## config.mk

```make
export PLATFORM = sky130hd
export DESIGN_NAME = init_sequencer
export DESIGN_NICKNAME = d
export VERILOG_FILES = /design/src/rtl/init_pkg.sv /design/src/rtl/init_sequencer.sv
export SDC_FILE = /design/constraint.sdc
export NUM_CORES = 1
export LEC_CHECK = 0
export BUFFER_PORTS_ARGS = -buffer_cell sky130_fd_sc_hd__buf_2
export CORE_UTILIZATION = 42
export CTS_CLUSTER_SIZE = 30
export DETAILED_ROUTE_END_ITERATION = 10
export PLACE_DENSITY = 0.85
export SYNTH_ARGS = -nofsm -noshare
export SYNTH_HDL_FRONTEND = slang
export SYNTH_SLANG_ARGS = --single-unit
```

## constraint.sdc

```tcl
create_clock -name clk -period 1.7 [get_ports clk]
set_input_delay 0.17 -clock clk [delete_from_list [all_inputs] [get_ports clk]]
set_output_delay 0.17 -clock clk [all_outputs]
set_load 0.03 [all_outputs]
```

## src/rtl/init_pkg.sv

```systemverilog
// Shared types for the initialization sequencer and the consumers that
// watch its status.
package init_pkg;

    // One-hot initialization status sampled by downstream consumers.
    typedef struct packed {
        bit INITIALIZED;
        bit NOT_INITIALIZED;
    } init_state_t;

    // Sequencer FSM encoding.
    typedef enum logic [1:0] {
        IDLE   = 2'd0,
        CLEAR  = 2'd1,
        SETTLE = 2'd2,
        DONE   = 2'd3
    } init_fsm_t;

    // Builds a status word that is one-hot by construction.
    function automatic init_state_t make_status(input bit initialized);
        init_state_t s;
        s.INITIALIZED     = initialized;
        s.NOT_INITIALIZED = ~initialized;
        return s;
    endfunction

endpackage

```

## src/rtl/init_sequencer.sv

```systemverilog
// Walks the write port of a clearable array through every entry with a
// constant fill value, waits a settle period, then reports the array as
// initialized. A new clear can be requested once the previous one is done.
module init_sequencer
    import init_pkg::*;
#(
    parameter int                DEPTH         = 32,
    parameter int                DATA_W        = 32,
    parameter logic [DATA_W-1:0] FILL_VALUE    = '0,
    parameter int                SETTLE_CYCLES = 4,
    parameter bit                AUTO_START    = 1'b1
) (
    input  logic                     clk,
    input  logic                     rst_n,
    input  logic                     start_i,
    input  logic                     wr_ready_i,
    output logic                     wr_en_o,
    output logic [$clog2(DEPTH)-1:0] wr_addr_o,
    output logic [DATA_W-1:0]        wr_data_o,
    output logic                     busy_o,
    output logic                     done_o,
    output init_state_t              state_o
);

    localparam int ADDR_W = $clog2(DEPTH);
    // Counter only needs to hold SETTLE_CYCLES-1; keep at least one bit.
    localparam int CNT_W  = (SETTLE_CYCLES > 1) ? $clog2(SETTLE_CYCLES) : 1;
    localparam int SETTLE_LOAD = (SETTLE_CYCLES > 0) ? SETTLE_CYCLES - 1 : 0;
    localparam logic [ADDR_W-1:0] LAST_ADDR = ADDR_W'(DEPTH - 1);

    // Handshake: a write transfers on a rising edge where wr_en_o and
    // wr_ready_i are both high; wr_addr_o/wr_data_o are stable while
    // wr_en_o is high and wr_ready_i is low.

    init_fsm_t         fsm_q, fsm_d;
    logic [ADDR_W-1:0] addr_q, addr_d;
    logic [CNT_W-1:0]  cnt_q, cnt_d;
    logic              auto_q, auto_d;
    logic              wr_en_q, wr_en_d;
    logic              busy_q, busy_d;
    logic              done_q, done_d;
    init_state_t       status_q, status_d;

    // Next-state, counters and the registered outputs derived from the next state.
    always_comb begin
        fsm_d  = fsm_q;
        addr_d = addr_q;
        cnt_d  = cnt_q;
        auto_d = auto_q;

        case (fsm_q)
            IDLE: begin
                // The auto-start token is consumed by the first edge after reset.
                if (start_i || auto_q) begin
                    fsm_d  = CLEAR;
                    addr_d = '0;
                    auto_d = 1'b0;
                end
            end
            CLEAR: begin
                if (wr_en_q && wr_ready_i) begin
                    if (addr_q == LAST_ADDR) begin
                        // Address parks on the last entry; it never wraps.
                        if (SETTLE_CYCLES == 0) begin
                            fsm_d = DONE;
                        end else begin
                            fsm_d = SETTLE;
                            cnt_d = CNT_W'(SETTLE_LOAD);
                        end
                    end else begin
                        addr_d = addr_q + ADDR_W'(1);
                    end
                end
            end
            SETTLE: begin
                if (cnt_q == '0) begin
                    fsm_d = DONE;
                end else begin
                    cnt_d = cnt_q - CNT_W'(1);
                end
            end
            DONE: begin
                if (start_i) begin
                    fsm_d  = CLEAR;
                    addr_d = '0;
                end
            end
            default: begin
                fsm_d = IDLE;
            end
        endcase

        wr_en_d  = (fsm_d == CLEAR);
        busy_d   = (fsm_d == CLEAR) || (fsm_d == SETTLE);
        done_d   = (fsm_d == DONE) && (fsm_q != DONE);
        status_d = make_status(fsm_d == DONE);
    end

    // State and output registers; reset returns everything to the idle, uninitialized view.
    always_ff @(posedge clk or negedge rst_n) begin
        if (!rst_n) begin
            fsm_q    <= IDLE;
            addr_q   <= '0;
            cnt_q    <= '0;
            auto_q   <= AUTO_START;
            wr_en_q  <= 1'b0;
            busy_q   <= 1'b0;
            done_q   <= 1'b0;
            status_q <= make_status(1'b0);
        end else begin
            fsm_q    <= fsm_d;
            addr_q   <= addr_d;
            cnt_q    <= cnt_d;
            auto_q   <= auto_d;
            wr_en_q  <= wr_en_d;
            busy_q   <= busy_d;
            done_q   <= done_d;
            status_q <= status_d;
        end
    end

    assign wr_en_o   = wr_en_q;
    assign wr_addr_o = addr_q;
    assign wr_data_o = FILL_VALUE;
    assign busy_o    = busy_q;
    assign done_o    = done_q;
    assign state_o   = status_q;

endmodule

```

After elaboration in Yosys (flattened, before gate mapping). Cells that the tools add are included. Widths: inputs -> output; s select.

Add/sub/neg operators: 2. Mux-type cells: 15. Equality and inequality tests: 14. Bitwise logic cells: 1. Reduce and logical (&&, ||, !) cells: 11.

Operators by type and width (count): $mux 5 (4); $mux 2 (8); $pmux 5 s3 (1); $ne 2x2->1 const B (7); $eq 2x2->1 const B (4); $pmux 2 s4 (1); $add 5x1->5 const B (1); $eq 5x5->1 const B (1); $reduce_and 5->1 (1); $eq 2x1->1 const B (2); $logic_not 2->1 (2); $pmux 2 s2 (1); $reduce_and 4->1 (1); $reduce_bool 3->1 (1); $logic_and 1x1->1 (2); $logic_or 1x1->1 (2); $reduce_and 2->1 (1); $reduce_bool 2->1 (1); $sub 2x1->2 const B (1); $not 1->1 (1).

Logic and storage cells: 52. Register bits: 15. Output and inout port bits: 42. Input bits: 4.

Depth between registers and ports, before layout.
Depth after elaboration: 6. Mapped depth: 10.

Worst setup path after synthesis. Ideal clock, no wire load.

Kind: flip-flop to flip-flop. From: register addr_q[0] (netlist: wr_addr_o[0]). To: register done_q (netlist: done_o). Setup time: 120 ps. Arrival time: 2069 ps. Stages on the path, launching flop included: 10. Data required time: 1580 ps. Path buffers: 0. Setup slack: -489 ps. Cell sequence: dfrtp_1 -> ha_1 -> and3_1 -> ha_1 -> nand3_1 -> a2111oi_0 -> o21ai_0 -> ha_1 -> inv_1 -> nor2_1.

Cells in the longest elaborated chain, start to end: 6.

RTL lines: start, declared (line init_sequencer.sv:36) `logic [ADDR_W-1:0] addr_q, addr_d;`; start signal, assigned (line init_sequencer.sv:112) `addr_q <= addr_d;`; $eq 5x5->1 (line init_sequencer.sv:62) `if (addr_q == LAST_ADDR) begin`; $mux 2 (line init_sequencer.sv:62); $mux 2 (line init_sequencer.sv:61) `if (wr_en_q && wr_ready_i) begin`; $pmux 2 s4 (line init_sequencer.sv:51) `case (fsm_q)`; via fsm_d[0] (line init_sequencer.sv:35) `init_fsm_t fsm_q, fsm_d;`; $eq 2x2->1 (line init_sequencer.sv:95) `done_d = (fsm_d == DONE) && (fsm_q != DONE);`; $logic_and 1x1->1 (line init_sequencer.sv:95); via done_d (line init_sequencer.sv:41) `logic done_q, done_d;`; end signal, assigned (line init_sequencer.sv:117) `done_q <= done_d;`; end, declared (line init_sequencer.sv:41).

The timed path passes the listed nets, and every way through them passes these cells. A chain may end at the register's enable or synchronous reset.

Worst setup path in the final report.
From: register addr_q[0] (netlist: wr_addr_o[0]). To: register wr_en_q (netlist: wr_en_o).

Cells in the longest elaborated chain, start to end: 5.

RTL lines: $eq 5x5->1 (line init_sequencer.sv:62); $mux 2 (line init_sequencer.sv:62); $mux 2 (line init_sequencer.sv:61); $pmux 2 s4 (line init_sequencer.sv:51); $eq 2x1->1 (line init_sequencer.sv:93) `wr_en_d = (fsm_d == CLEAR);`; via wr_en_d (line init_sequencer.sv:39) `logic wr_en_q, wr_en_d;`; end signal, assigned (line init_sequencer.sv:115) `wr_en_q <= wr_en_d;`; end, declared (line init_sequencer.sv:39).

The timed path passes the listed nets, and every way through them passes these cells.

==> flow_metrics.tcl <==
set metrics [dict create \
    synth_cell_types 33 \
    drtAntennaViolNets 0 \
    dpl.hpwl_mm 1.642 \
    place_congestion 0.9173 \
    tritoncts.num_buffers 3 \
    fin_crit_sh_pct 106.7 \
    ys_ff_latch 15 \
    setup_viol 10 \
    place_ws_ns -0.1511 \
    num_vias 807 \
    insertion_delay_ns 0.30 \
    violations "negative setup slack" \
    crit_start "wr_addr_o[0]" \
    area_growth_pct 28.42 \
    synth_top_area_cell "dfrtp_1" \
    finalHoldViolCount 0 \
    vdd_ir_drop_max_mv 0.9790 \
    grt_pass1_vias 732 \
    ios 46 \
    regArea_um2 380.4 \
    layout-drive-gt1-share_pct 42.86 \
    drt-total-wl_mm 2.286 \
    fillCellCount 198 \
    synthFlopType "dfrtp_1" \
    maxSlewViolCount 0 \
    dp_cells 167 \
    avgRoutedWirePerCell_um 12.92 \
    rr_startpoint "wr_addr_o[0]" \
    async_flop_share_pct 100.0 \
    relSlewSlack_pct 66.39 \
    core_um2 2455 \
    setup_slack_ns -0.1136 \
    synth.avg_cell_area_um2 9.708 \
    antenna_found_initial 0 \
    start_kind "flop" \
    portBuffers 13 \
    grt_max_degree 16 \
    crit_path_end_kind "flop" \
    synth_commonest_cells "32 x buf_4, 13 x dfrtp_1, 11 x ha_1" \
    cp.required_ns 1.94 \
    cp_max_fo 3 \
    cp_data_arrival_time_ns 2.06 \
    die_w_um 52.88 \
    first_pass_iters 4 \
    cts_tree "done" \
    overflow 0 \
    cts-htree-levels 1 \
    viasPerCell 4.559 \
    synth.top_cell.area_share_pct 29.92 \
    synth_edf_count 0 \
    powerDensity_nw_per_um2 1390 \
    synthTopCellsByArea "dfrtp_1 30%, buf_4 22%, ha_1 13%, dfstp_2 4.8%, mux2i_1 3.7%" \
    wl_met3_um 91 \
    grt_util_all_layers_pct 18.86 \
    path_class "flop to flop" \
    cts-root-buf "clkbuf_4" \
    rsz0062_at_grt "true" \
    drt-initial-drc-count 11 \
    skew_ns 0.009825 \
    outcome "finished with violations" \
    rows 18 \
    top_layer "met4" \
    synth_area_um2 1087 \
    synth_most_common_cell "buf_4" \
    p_leak_nw 0.6992 \
    clock-sinks 15 \
    wl_met1_um 870 \
    die_h_um 52.88 \
    clkTransAtPathRegs_ns 0.09 \
    max_clock_freq_ghz 0.5514 \
    maxCapViolations 0 \
    tightest_slew_ns 0.5023 \
    die-area_um2 2796 \
    instances_no_fill 177 \
    finalPower_mw 1.942 \
    ys_warn_count 0 \
    final_core_util_pct 56.88 \
    clk_path_buf_depth 2 \
    hold_start "start_i" \
    multiInputGateArea_um2 674.4 \
    nets 163 \
    drc 0 \
    wl_met2_mm 1.208 \
    period_minus_slack_ns 1.814 \
    start_util_pct 44.29 \
    grt_pass1_wl_mm 3.525 \
    hp-class "primary input to flop" \
    syn_inst 112 \
    yosysSeqAreaShare_pct 34.75 \
    antenna_cells 0 \
]
-- through the flow --
stage          setup TNS [ns]  hold WS (ns)  area [um^2]
2_1_floorplan          -1.026       -0.1256         1275
3_3_place_gp          -0.3440       0.08682         1236
3_5_place_dp          -0.5554       0.09499         1236
4_1_cts               -0.3906        0.2116         1356
5_1_grt                -1.523        0.2335         1396
6_report              -0.6045        0.2237         1396
-- final timing paths --
| path | end | slack [ns] | depth (start not counted) |
|---|---|---|---|
| worst min register to register | cnt_q[0] | 0.53 | 2 |
| worst max-delay path | wr_en_o | -0.11 | 8 |
| min in group asynchronous | cnt_q[1] | 0.30 | 2 |
| max in group asynchronous | auto_q | 1.10 | 2 |
| worst max register to register | wr_en_o | -0.11 | 8 |
| worst min-delay path | fsm_q[0] | 0.22 | 3 |
-- report_power, final --
| group | internal, mW | switching (mW) |
|---|---|---|
| sequential | 0.450 | 0.0791 |
| clock | 0.0916 | 0.118 |
| combinational | 0.484 | 0.719 |
| total | 1.03 | 0.916 |
-- what timing repair did --
item | CTS | global route
hold endpoints to repair | 13 | 0
hold buffers | 1 | 0
setup endpoints to repair | 9 | 13
pin swaps | 6 | 3
gates resized for setup | 15 | 4
buffers inserted | 3 | 2
-- placed cells by master (no fill, tap or decap), drive strengths merged, types with 2 or more instances in the layout --
cell type / count
a21oi: 2
clkbuf: 4
ha: 11
mux2i: 4
a31oi: 2
inv: 9
nand2: 3
and3: 2
and2: 2
buf: 34
nand3: 4
dfstp: 2
dfrtp: 13
nor2: 7
o21ai: 2
nand2b: 2
conb: 32
-- routing by layer --
metal / global-route usage, % / vias to the layer above
met5: 0 / -
met4: 15.35 / 0
met3: 4.310 / 9
met2: 31.86 / 31
met1: 19.75 / 390
li1: - / 377
-- registers in the layout (all words and copies together), names as in the netlist --
register	flops
auto_q	1
done_o	1
cnt_q	2
state_o	2
wr_en_o	1
fsm_q	2
wr_addr_o	5
busy_o	1
-- final cells by class --
class	instances	area share (%)
multi-input cells	84	48.30
flip-flops and latches	15	27.24
repair buffers	35	17.47
well taps	30	2.688
inverters	9	2.419
clock buffers	4	1.882
-- cells by family (layout without fill, tap and decap cells) --
| family | count (synthesis) | in the layout | synth area share, % |
|---|---|---|---|
| AOI/OAI and AO/OA | 14 | 14 | 9.666 |
| adders and majority gates | 11 | 11 | 12.66 |
| muxes | 4 | 4 | 3.683 |
| DFF | 15 | 15 | 34.75 |
| and+or+nand+nor | 23 | 23 | 11.74 |
| buffers and inverters | 44 | 48 | 27.16 |
| other | 1 | 32 | 0.3449 |
-- worst max-delay path, stage by stage, from the launching register on --
cell and delay, ns:
dfrtp_2 0.44, ha_4 0.16, and3_4 0.17, ha_4 0.16
nand3_4 0.07, nor3b_4 0.28, buf_4 0.17, o31a_1 0.14
ha_2 0.17
Power figures use the tool's default switching activity.
